$ cat config.mk
export PLATFORM = sky130hd
export DESIGN_NAME = result_collector_flat
export DESIGN_NICKNAME = d
export VERILOG_FILES = /design/src/rtl/result_collector_if.sv /design/src/rtl/result_collector.sv /design/src/flat_wrapper.sv
export SDC_FILE = /design/constraint.sdc
export NUM_CORES = 2
export LEC_CHECK = 0
export BUFFER_PORTS_ARGS = -buffer_cell sky130_fd_sc_hd__buf_2
export CAP_MARGIN = 15
export CORE_AREA = 10 10 459 461
export DETAILED_ROUTE_END_ITERATION = 10
export DIE_AREA = 0 0 469 471
export HOLD_SLACK_MARGIN = 0.02
export MAX_ROUTING_LAYER = met4
export PLACE_DENSITY = 0.5
export SYNTH_ARGS = -nofsm -noshare
export SYNTH_HDL_FRONTEND = slang
export SYNTH_SLANG_ARGS = --single-unit
$ cat constraint.sdc
create_clock -name clk -period 103.5 [get_ports clk]
set_clock_uncertainty 0.15 [all_clocks]
set_input_delay 15.525 -clock clk [delete_from_list [all_inputs] [get_ports clk]]
set_output_delay 15.525 -clock clk [all_outputs]
set_load 0.1 [all_outputs]
$ cat src/rtl/result_collector_if.sv
// result_collector_if: lane-word input, load controls and RAM write port of
// the result collector. master = surrounding datapath, slave = collector.
interface result_collector_if #(
  parameter int log_n_mul     = 5,
  parameter int log_bit_width = 5,
  parameter int ctrl_bit      = 1,
  parameter int log_ram_size  = 16,
  parameter int max_n_results = 32
);
  localparam int N  = 1 << log_n_mul;
  localparam int W  = 1 << log_bit_width;
  localparam int LW = W + ctrl_bit;

  logic [N*LW-1:0]          mult_out;
  logic                     load_n_res;
  logic [max_n_results-1:0] init_n_results;
  logic                     load_base_addr;
  logic [log_ram_size-1:0]  init_base_addr;
  logic [N-1:0]             stall_word;
  logic                     ram_we;
  logic [log_ram_size-1:0]  ram_addr;
  logic [W-1:0]             ram_wdata;
  logic                     end_collect;
  logic                     overrun_err;

  modport master (
    output mult_out, load_n_res, init_n_results, load_base_addr, init_base_addr,
    input  stall_word, ram_we, ram_addr, ram_wdata, end_collect, overrun_err
  );

  modport slave (
    input  mult_out, load_n_res, init_n_results, load_base_addr, init_base_addr,
    output stall_word, ram_we, ram_addr, ram_wdata, end_collect, overrun_err
  );
endinterface

$ cat src/rtl/result_collector.sv
// result_collector: captures per-lane product words, drains them one per cycle
// in round-robin order into a result RAM at consecutive addresses, stalls lanes
// whose word is still pending, and flags the end of the layer's write-back.
// Optional macro RESULT_COLLECTOR_OVERRUN_DET_EN builds the sticky overrun
// detector; without it overrun_err is tied low (drop behaviour is identical).
module result_collector #(
  parameter int log_n_mul     = 5,
  parameter int log_bit_width = 5,
  parameter int ctrl_bit      = 1,
  parameter int log_ram_size  = 16,
  parameter int max_n_results = 32
) (
  input logic clk,
  input logic rst,
  result_collector_if.slave bus
);
  localparam int N  = 1 << log_n_mul;
  localparam int W  = 1 << log_bit_width;
  localparam int LW = W + ctrl_bit;

  typedef enum logic [1:0] {IDLE, COLLECT, DONE} state_t;

  state_t                   state_q, state_d;
  logic [N-1:0]             hold_valid_q, hold_valid_d;
  logic [W-1:0]             hold_q [N];
  logic [W-1:0]             hold_d [N];
  logic [max_n_results-1:0] rem_q, rem_d;
  logic [log_ram_size-1:0]  wr_addr_q, wr_addr_d;
  logic [log_n_mul-1:0]     rr_q, rr_d;
  logic                     ram_we_q, ram_we_d;
  logic [log_ram_size-1:0]  ram_addr_q, ram_addr_d;
  logic [W-1:0]             ram_wdata_q, ram_wdata_d;
  logic                     end_collect_q, end_collect_d;

  logic [N-1:0]             lane_valid;
  logic [W-1:0]             lane_data [N];
  logic                     sel_found;
  logic [log_n_mul-1:0]     sel_idx;

  // Split each lane word into its valid flag (MSB) and data field.
  always_comb begin
    for (int unsigned i = 0; i < N; i++) begin
      lane_valid[i] = bus.mult_out[i*LW + LW - 1];
      lane_data[i]  = bus.mult_out[i*LW +: W];
    end
  end

  // Round-robin pick: first held lane at or after rr, wrapping mod N.
  always_comb begin
    logic [log_n_mul-1:0] idx;
    idx       = '0;
    sel_found = 1'b0;
    sel_idx   = rr_q;
    for (int unsigned k = 0; k < N; k++) begin
      idx = rr_q + k[log_n_mul-1:0];
      if (!sel_found && hold_valid_q[idx]) begin
        sel_found = 1'b1;
        sel_idx   = idx;
      end
    end
  end

  // Next-state: load handling, lane capture, one drain per cycle, completion.
  always_comb begin
    state_d       = state_q;
    hold_valid_d  = hold_valid_q;
    hold_d        = hold_q;
    rem_d         = rem_q;
    wr_addr_d     = wr_addr_q;
    rr_d          = rr_q;
    ram_we_d      = 1'b0;
    ram_addr_d    = ram_addr_q;
    ram_wdata_d   = ram_wdata_q;
    end_collect_d = end_collect_q;

    if (bus.load_n_res) begin
      rem_d        = bus.init_n_results;
      hold_valid_d = '0;
      if (bus.init_n_results == '0) begin
        state_d       = DONE;
        end_collect_d = 1'b1;
      end else begin
        state_d       = COLLECT;
        end_collect_d = 1'b0;
      end
    end else if (state_q == COLLECT) begin
      // Capture tests the pre-edge hold_valid, so a lane drained this edge
      // cannot recapture until the next one.
      for (int unsigned i = 0; i < N; i++) begin
        if (lane_valid[i] && !hold_valid_q[i]) begin
          hold_valid_d[i] = 1'b1;
          hold_d[i]       = lane_data[i];
        end
      end
      if (sel_found) begin
        ram_we_d              = 1'b1;
        ram_wdata_d           = hold_q[sel_idx];
        ram_addr_d            = wr_addr_q;
        hold_valid_d[sel_idx] = 1'b0;
        wr_addr_d             = wr_addr_q + log_ram_size'(1);
        rem_d                 = rem_q - max_n_results'(1);
        rr_d                  = sel_idx + log_n_mul'(1);
        if (rem_q == max_n_results'(1)) begin
          state_d       = DONE;
          hold_valid_d  = '0;
          end_collect_d = 1'b1;
        end
      end
    end

    if (bus.load_base_addr) begin
      wr_addr_d = bus.init_base_addr;
    end
  end

  // State and datapath registers, asynchronously reset.
  always_ff @(posedge clk or posedge rst) begin
    if (rst) begin
      state_q       <= IDLE;
      hold_valid_q  <= '0;
      hold_q        <= '{default: '0};
      rem_q         <= '0;
      wr_addr_q     <= '0;
      rr_q          <= '0;
      ram_we_q      <= 1'b0;
      ram_addr_q    <= '0;
      ram_wdata_q   <= '0;
      end_collect_q <= 1'b0;
    end else begin
      state_q       <= state_d;
      hold_valid_q  <= hold_valid_d;
      hold_q        <= hold_d;
      rem_q         <= rem_d;
      wr_addr_q     <= wr_addr_d;
      rr_q          <= rr_d;
      ram_we_q      <= ram_we_d;
      ram_addr_q    <= ram_addr_d;
      ram_wdata_q   <= ram_wdata_d;
      end_collect_q <= end_collect_d;
    end
  end

`ifdef RESULT_COLLECTOR_OVERRUN_DET_EN
  logic overrun_q;
  logic overrun_hit;

  // A valid word reaching a still-occupied lane while collecting is an overrun.
  always_comb begin
    overrun_hit = (state_q == COLLECT) && !bus.load_n_res &&
                  (|(lane_valid & hold_valid_q));
  end

  // Sticky overrun flag, cleared only by reset or a new result-count load.
  always_ff @(posedge clk or posedge rst) begin
    if (rst) begin
      overrun_q <= 1'b0;
    end else if (bus.load_n_res) begin
      overrun_q <= 1'b0;
    end else if (overrun_hit) begin
      overrun_q <= 1'b1;
    end
  end

  assign bus.overrun_err = overrun_q;
`else
  assign bus.overrun_err = 1'b0;
`endif

  assign bus.stall_word  = hold_valid_q | {N{state_q != COLLECT}};
  assign bus.ram_we      = ram_we_q;
  assign bus.ram_addr    = ram_addr_q;
  assign bus.ram_wdata   = ram_wdata_q;
  assign bus.end_collect = end_collect_q;
endmodule
$ cat src/flat_wrapper.sv
// flat-port wrapper written by rule: the top's interface ports become plain ports
module result_collector_flat 
#(
  parameter int log_n_mul     = 5,
  parameter int log_bit_width = 5,
  parameter int ctrl_bit      = 1,
  parameter int log_ram_size  = 16,
  parameter int max_n_results = 32
)
  (clk, rst, bus_mult_out, bus_load_n_res, bus_init_n_results, bus_load_base_addr, bus_init_base_addr, bus_stall_word, bus_ram_we, bus_ram_addr, bus_ram_wdata, bus_end_collect, bus_overrun_err);
  result_collector_if #(.log_n_mul(log_n_mul), .log_bit_width(log_bit_width), .ctrl_bit(ctrl_bit), .log_ram_size(log_ram_size), .max_n_results(max_n_results)) bus_i ();
  input logic clk;
  input logic rst;
  input wire logic [$bits(bus_i.mult_out)-1:0] bus_mult_out;
  input wire logic [$bits(bus_i.load_n_res)-1:0] bus_load_n_res;
  input wire logic [$bits(bus_i.init_n_results)-1:0] bus_init_n_results;
  input wire logic [$bits(bus_i.load_base_addr)-1:0] bus_load_base_addr;
  input wire logic [$bits(bus_i.init_base_addr)-1:0] bus_init_base_addr;
  output wire logic [$bits(bus_i.stall_word)-1:0] bus_stall_word;
  output wire logic [$bits(bus_i.ram_we)-1:0] bus_ram_we;
  output wire logic [$bits(bus_i.ram_addr)-1:0] bus_ram_addr;
  output wire logic [$bits(bus_i.ram_wdata)-1:0] bus_ram_wdata;
  output wire logic [$bits(bus_i.end_collect)-1:0] bus_end_collect;
  output wire logic [$bits(bus_i.overrun_err)-1:0] bus_overrun_err;
  assign bus_i.mult_out = bus_mult_out;
  assign bus_i.load_n_res = bus_load_n_res;
  assign bus_i.init_n_results = bus_init_n_results;
  assign bus_i.load_base_addr = bus_load_base_addr;
  assign bus_i.init_base_addr = bus_init_base_addr;
  assign bus_stall_word = bus_i.stall_word;
  assign bus_ram_we = bus_i.ram_we;
  assign bus_ram_addr = bus_i.ram_addr;
  assign bus_ram_wdata = bus_i.ram_wdata;
  assign bus_end_collect = bus_i.end_collect;
  assign bus_overrun_err = bus_i.overrun_err;
  result_collector #(.log_n_mul(log_n_mul), .log_bit_width(log_bit_width), .ctrl_bit(ctrl_bit), .log_ram_size(log_ram_size), .max_n_results(max_n_results)) u_core (.clk(clk), .rst(rst), .bus(bus_i));
endmodule
==> run_results.csv <==
group,metric,value,unit
synth,synthFlopType,"dfrtp_1",
synth,synth_top_cell_by_area,"dfrtp_1",
setup_path,cp.required,104.00,ns
grt,grt_pass1_vias,50100,
cts,cts_sinks,1160,
final_layout,drive_above_1_share,0.493,
synth,yosysSeqAreaShare,0.478,
die,coreArea,201000,µm²
cts,cts_tree,"built",
grt,grt_usage,0.308,
timing,finalCriticalPeriod,18.36,ns
routing,top_layer_used,"met4",
routing,wire_per_inst,39.0,µm
routing,wl_met3,25100,µm
timing,tns,0,ns
timing,period_share,0.177,
cts,insertion_delay,0.81,ns
place,io_buffers,1189,
cts,cts_made_buffers,140,
outcome,status,"finished, final reports clean",
grt,grt_pass1_wl,452000,µm
place,place_congestion,0.953,
routing,viasPerCell,5.62,
setup_path,cp_max_fo,98,
cts,h-tree-depth,4,
timing,rsz0062_at_grt,"no",
flow_run,maxCapViolations,0,
die,die_h,471,µm
die,io_pins,1191,
synth,synth_cell_types,96,
die,die_w,469,µm
die,die-area,221000,µm²
synth,avgSynthCellArea,12.8,µm²
synth,synth_edf_count,0,
grt,grt.overflow.total,0,
timing,fmax,54.5,MHz
routing,num_vias,49300,
synth,ys_seq_elements,1160,
synth,post_synth_instance_area,60700,µm²
routing,ant_nets,0,
timing,finalHoldViolCount,0,
routing,wl,342000,µm
synth,ys_async_sr_fraction,1.00,
timing,setup_violations,0,
final_layout,final_nets,6979,
synth,synth_nets,5880,
routing,wl_met1,136000,µm
routing,first_iter_violations,4616,
synth,yosys.area.top_type_share,0.478,
timing,drv_slew,0,
grt,grt_max_degree,169,
routing,wl_met2,163000,µm
synth,synth_warnings,0,
routing,dr.pass1.iters,5,
cts,clock-root-buffer,"clkbuf_16",
setup_path,arrival,18.87,ns
cts,clk_pin_slew,0.06,ns
cts,cts_setup_buffers,0,
die,initial_core_util,0.302,
cts,cts_hold_buffers,0,
synth,yosys-top-cells-area,"dfrtp_1, mux2_2, mux4_2, mux2i_1, nand2_1",
setup_path,crit_type,"in -> reg",
timing,slew_headroom,0.224,
cts,cts_buffer_depth,3,
grt,antenna_found_initial,282,
setup_path,cp-end-kind,"flop",
setup_path,start_kind,"primary input",
die,rows,165,
synth,synth_cells,4753,
hold_path,hold_class,"reg -> reg",
place,dp_hpwl,260000,µm
timing,tightestPinTransition,1.13,ns
final_layout,area_growth,23.2,%
cts,cts-resized-gates,0,
routing,drcViolationCount,0,
## registers in the layout, indices dropped and copies added (netlist names)
signal and count:
u_core.bus.ram_wdata 32, u_core.bus.ram_we 1, u_core.wr_addr_q 16, u_core.bus.ram_addr 16, u_core.rr_q 5, u_core.rem_q 32, u_core.hold_valid_q 32, u_core.bus.end_collect 1
u_core.hold_q 1024, u_core.state_q 1
## cells in the mapped netlist, types with 29 or more instances
library cell and number:
dfrtp_1 1160, mux2_2 1121, nand2_1 323, mux2i_1 275, mux4_2 227, clkbuf_1 182
nor2_1 146, a21oi_1 143, o21ai_0 97, buf_2 96, nor3_1 86, o22ai_1 62
nand3_1 53, buf_1 52, xnor2_1 51, nand2b_1 47, a22oi_1 41, nand3b_1 37
xor2_1 29
## critical path, cell delays in order
cell,delay (ns)
buf_2,0.10
buf_4,0.39
nor2b_2,0.20
buf_4,0.46
nand2_4,0.11
inv_4,0.40
buf_4,0.57
nand4_1,0.37
nor2_1,0.26
nand3_1,0.12
xor2_1,0.15
o21ai_0,0.08
## routing by layer
layer,global-route usage,vias up
met4,0.139,0
met1,0.371,26000
li1,-,20300
met5,-,-
met2,0.489,2371
met3,0.0723,698
## stage by stage
stage	utilization	cell area (µm²)	setup slack, ns	cells	hold slack, ns
global placement	0.346	69700	84.28	8382	0.313
global route	0.371	74700	84.86	8754	0.359
floorplan	-	60700	55.15	4753	0.289
detailed placement	0.346	69700	84.29	8382	0.315
CTS	0.370	74400	85.14	8628	0.333
finish	0.372	74800	85.14	8778	0.327
## path summary, 6_finish.rpt
| kind | start | end | slack, ns | depth (start not counted) |
|---|---|---|---|---|
| worst max-delay path | bus_load_n_res | u_core.wr_addr_q[13]$_DFFE_PP0P_ | 85.14 | 12 |
| worst min-delay path | u_core.bus.ram_addr[4]$_DFFE_PP0P_ | u_core.bus.ram_addr[4]$_DFFE_PP0P_ | 0.33 | 2 |
| worst max register to register | u_core.rr_q[1]$_DFFE_PP0P_ | u_core.bus.ram_wdata[20]$_DFFE_PP0P_ | 92.02 | 22 |
| worst min register to register | u_core.bus.ram_addr[4]$_DFFE_PP0P_ | u_core.bus.ram_addr[4]$_DFFE_PP0P_ | 0.33 | 2 |
| max in group asynchronous | rst | u_core.rr_q[0]$_DFFE_PP0P_ | 85.35 | 5 |
| min in group asynchronous | rst | u_core.hold_q[523]$_DFFE_PP0P_ | 14.66 | 2 |
## cells in the final DEF, fill, tap and decap left out, drive strengths merged, types with 54 or more instances in the layout
cell    instances
a21oi         144
nand2         324
nor2          147
o22ai          62
o21ai          99
diode         150
dfrtp        1160
mux4          227
nor3           86
buf          1308
clkbuf        208
nand3          54
mux2         1122
mux2i         275
## cells by family after synthesis
| logic type | count (synthesis) | share of synthesized area |
|---|---|---|
| AOI/OAI and AO/OA | 635 | 0.0723 |
| adders and majority gates | 19 | 0.00392 |
| and+or+nand+nor | 853 | 0.0685 |
| buffers and inverters | 380 | 0.0273 |
| xor gates and xnor gates | 81 | 0.0120 |
| other | 1 | 0.0000618 |
| muxes | 1624 | 0.338 |
| DFF | 1160 | 0.478 |
## cell type report
| class | instances | area (µm²) |
|---|---|---|
| antenna | 150 | 375 |
| clock buffer | 208 | 4110 |
| clock inverter | 38 | 631 |
| fill | 19900 | 127000 |
| inverter | 29 | 126 |
| multi-input combinational | 3213 | 30300 |
| sequential | 1160 | 29000 |
| tap | 2672 | 3340 |
| timing repair buffer | 1308 | 6890 |
Power is left out: the tool's default activity adds up to more than one toggle a clock period on the data nets, which glitch-free logic cannot reach.
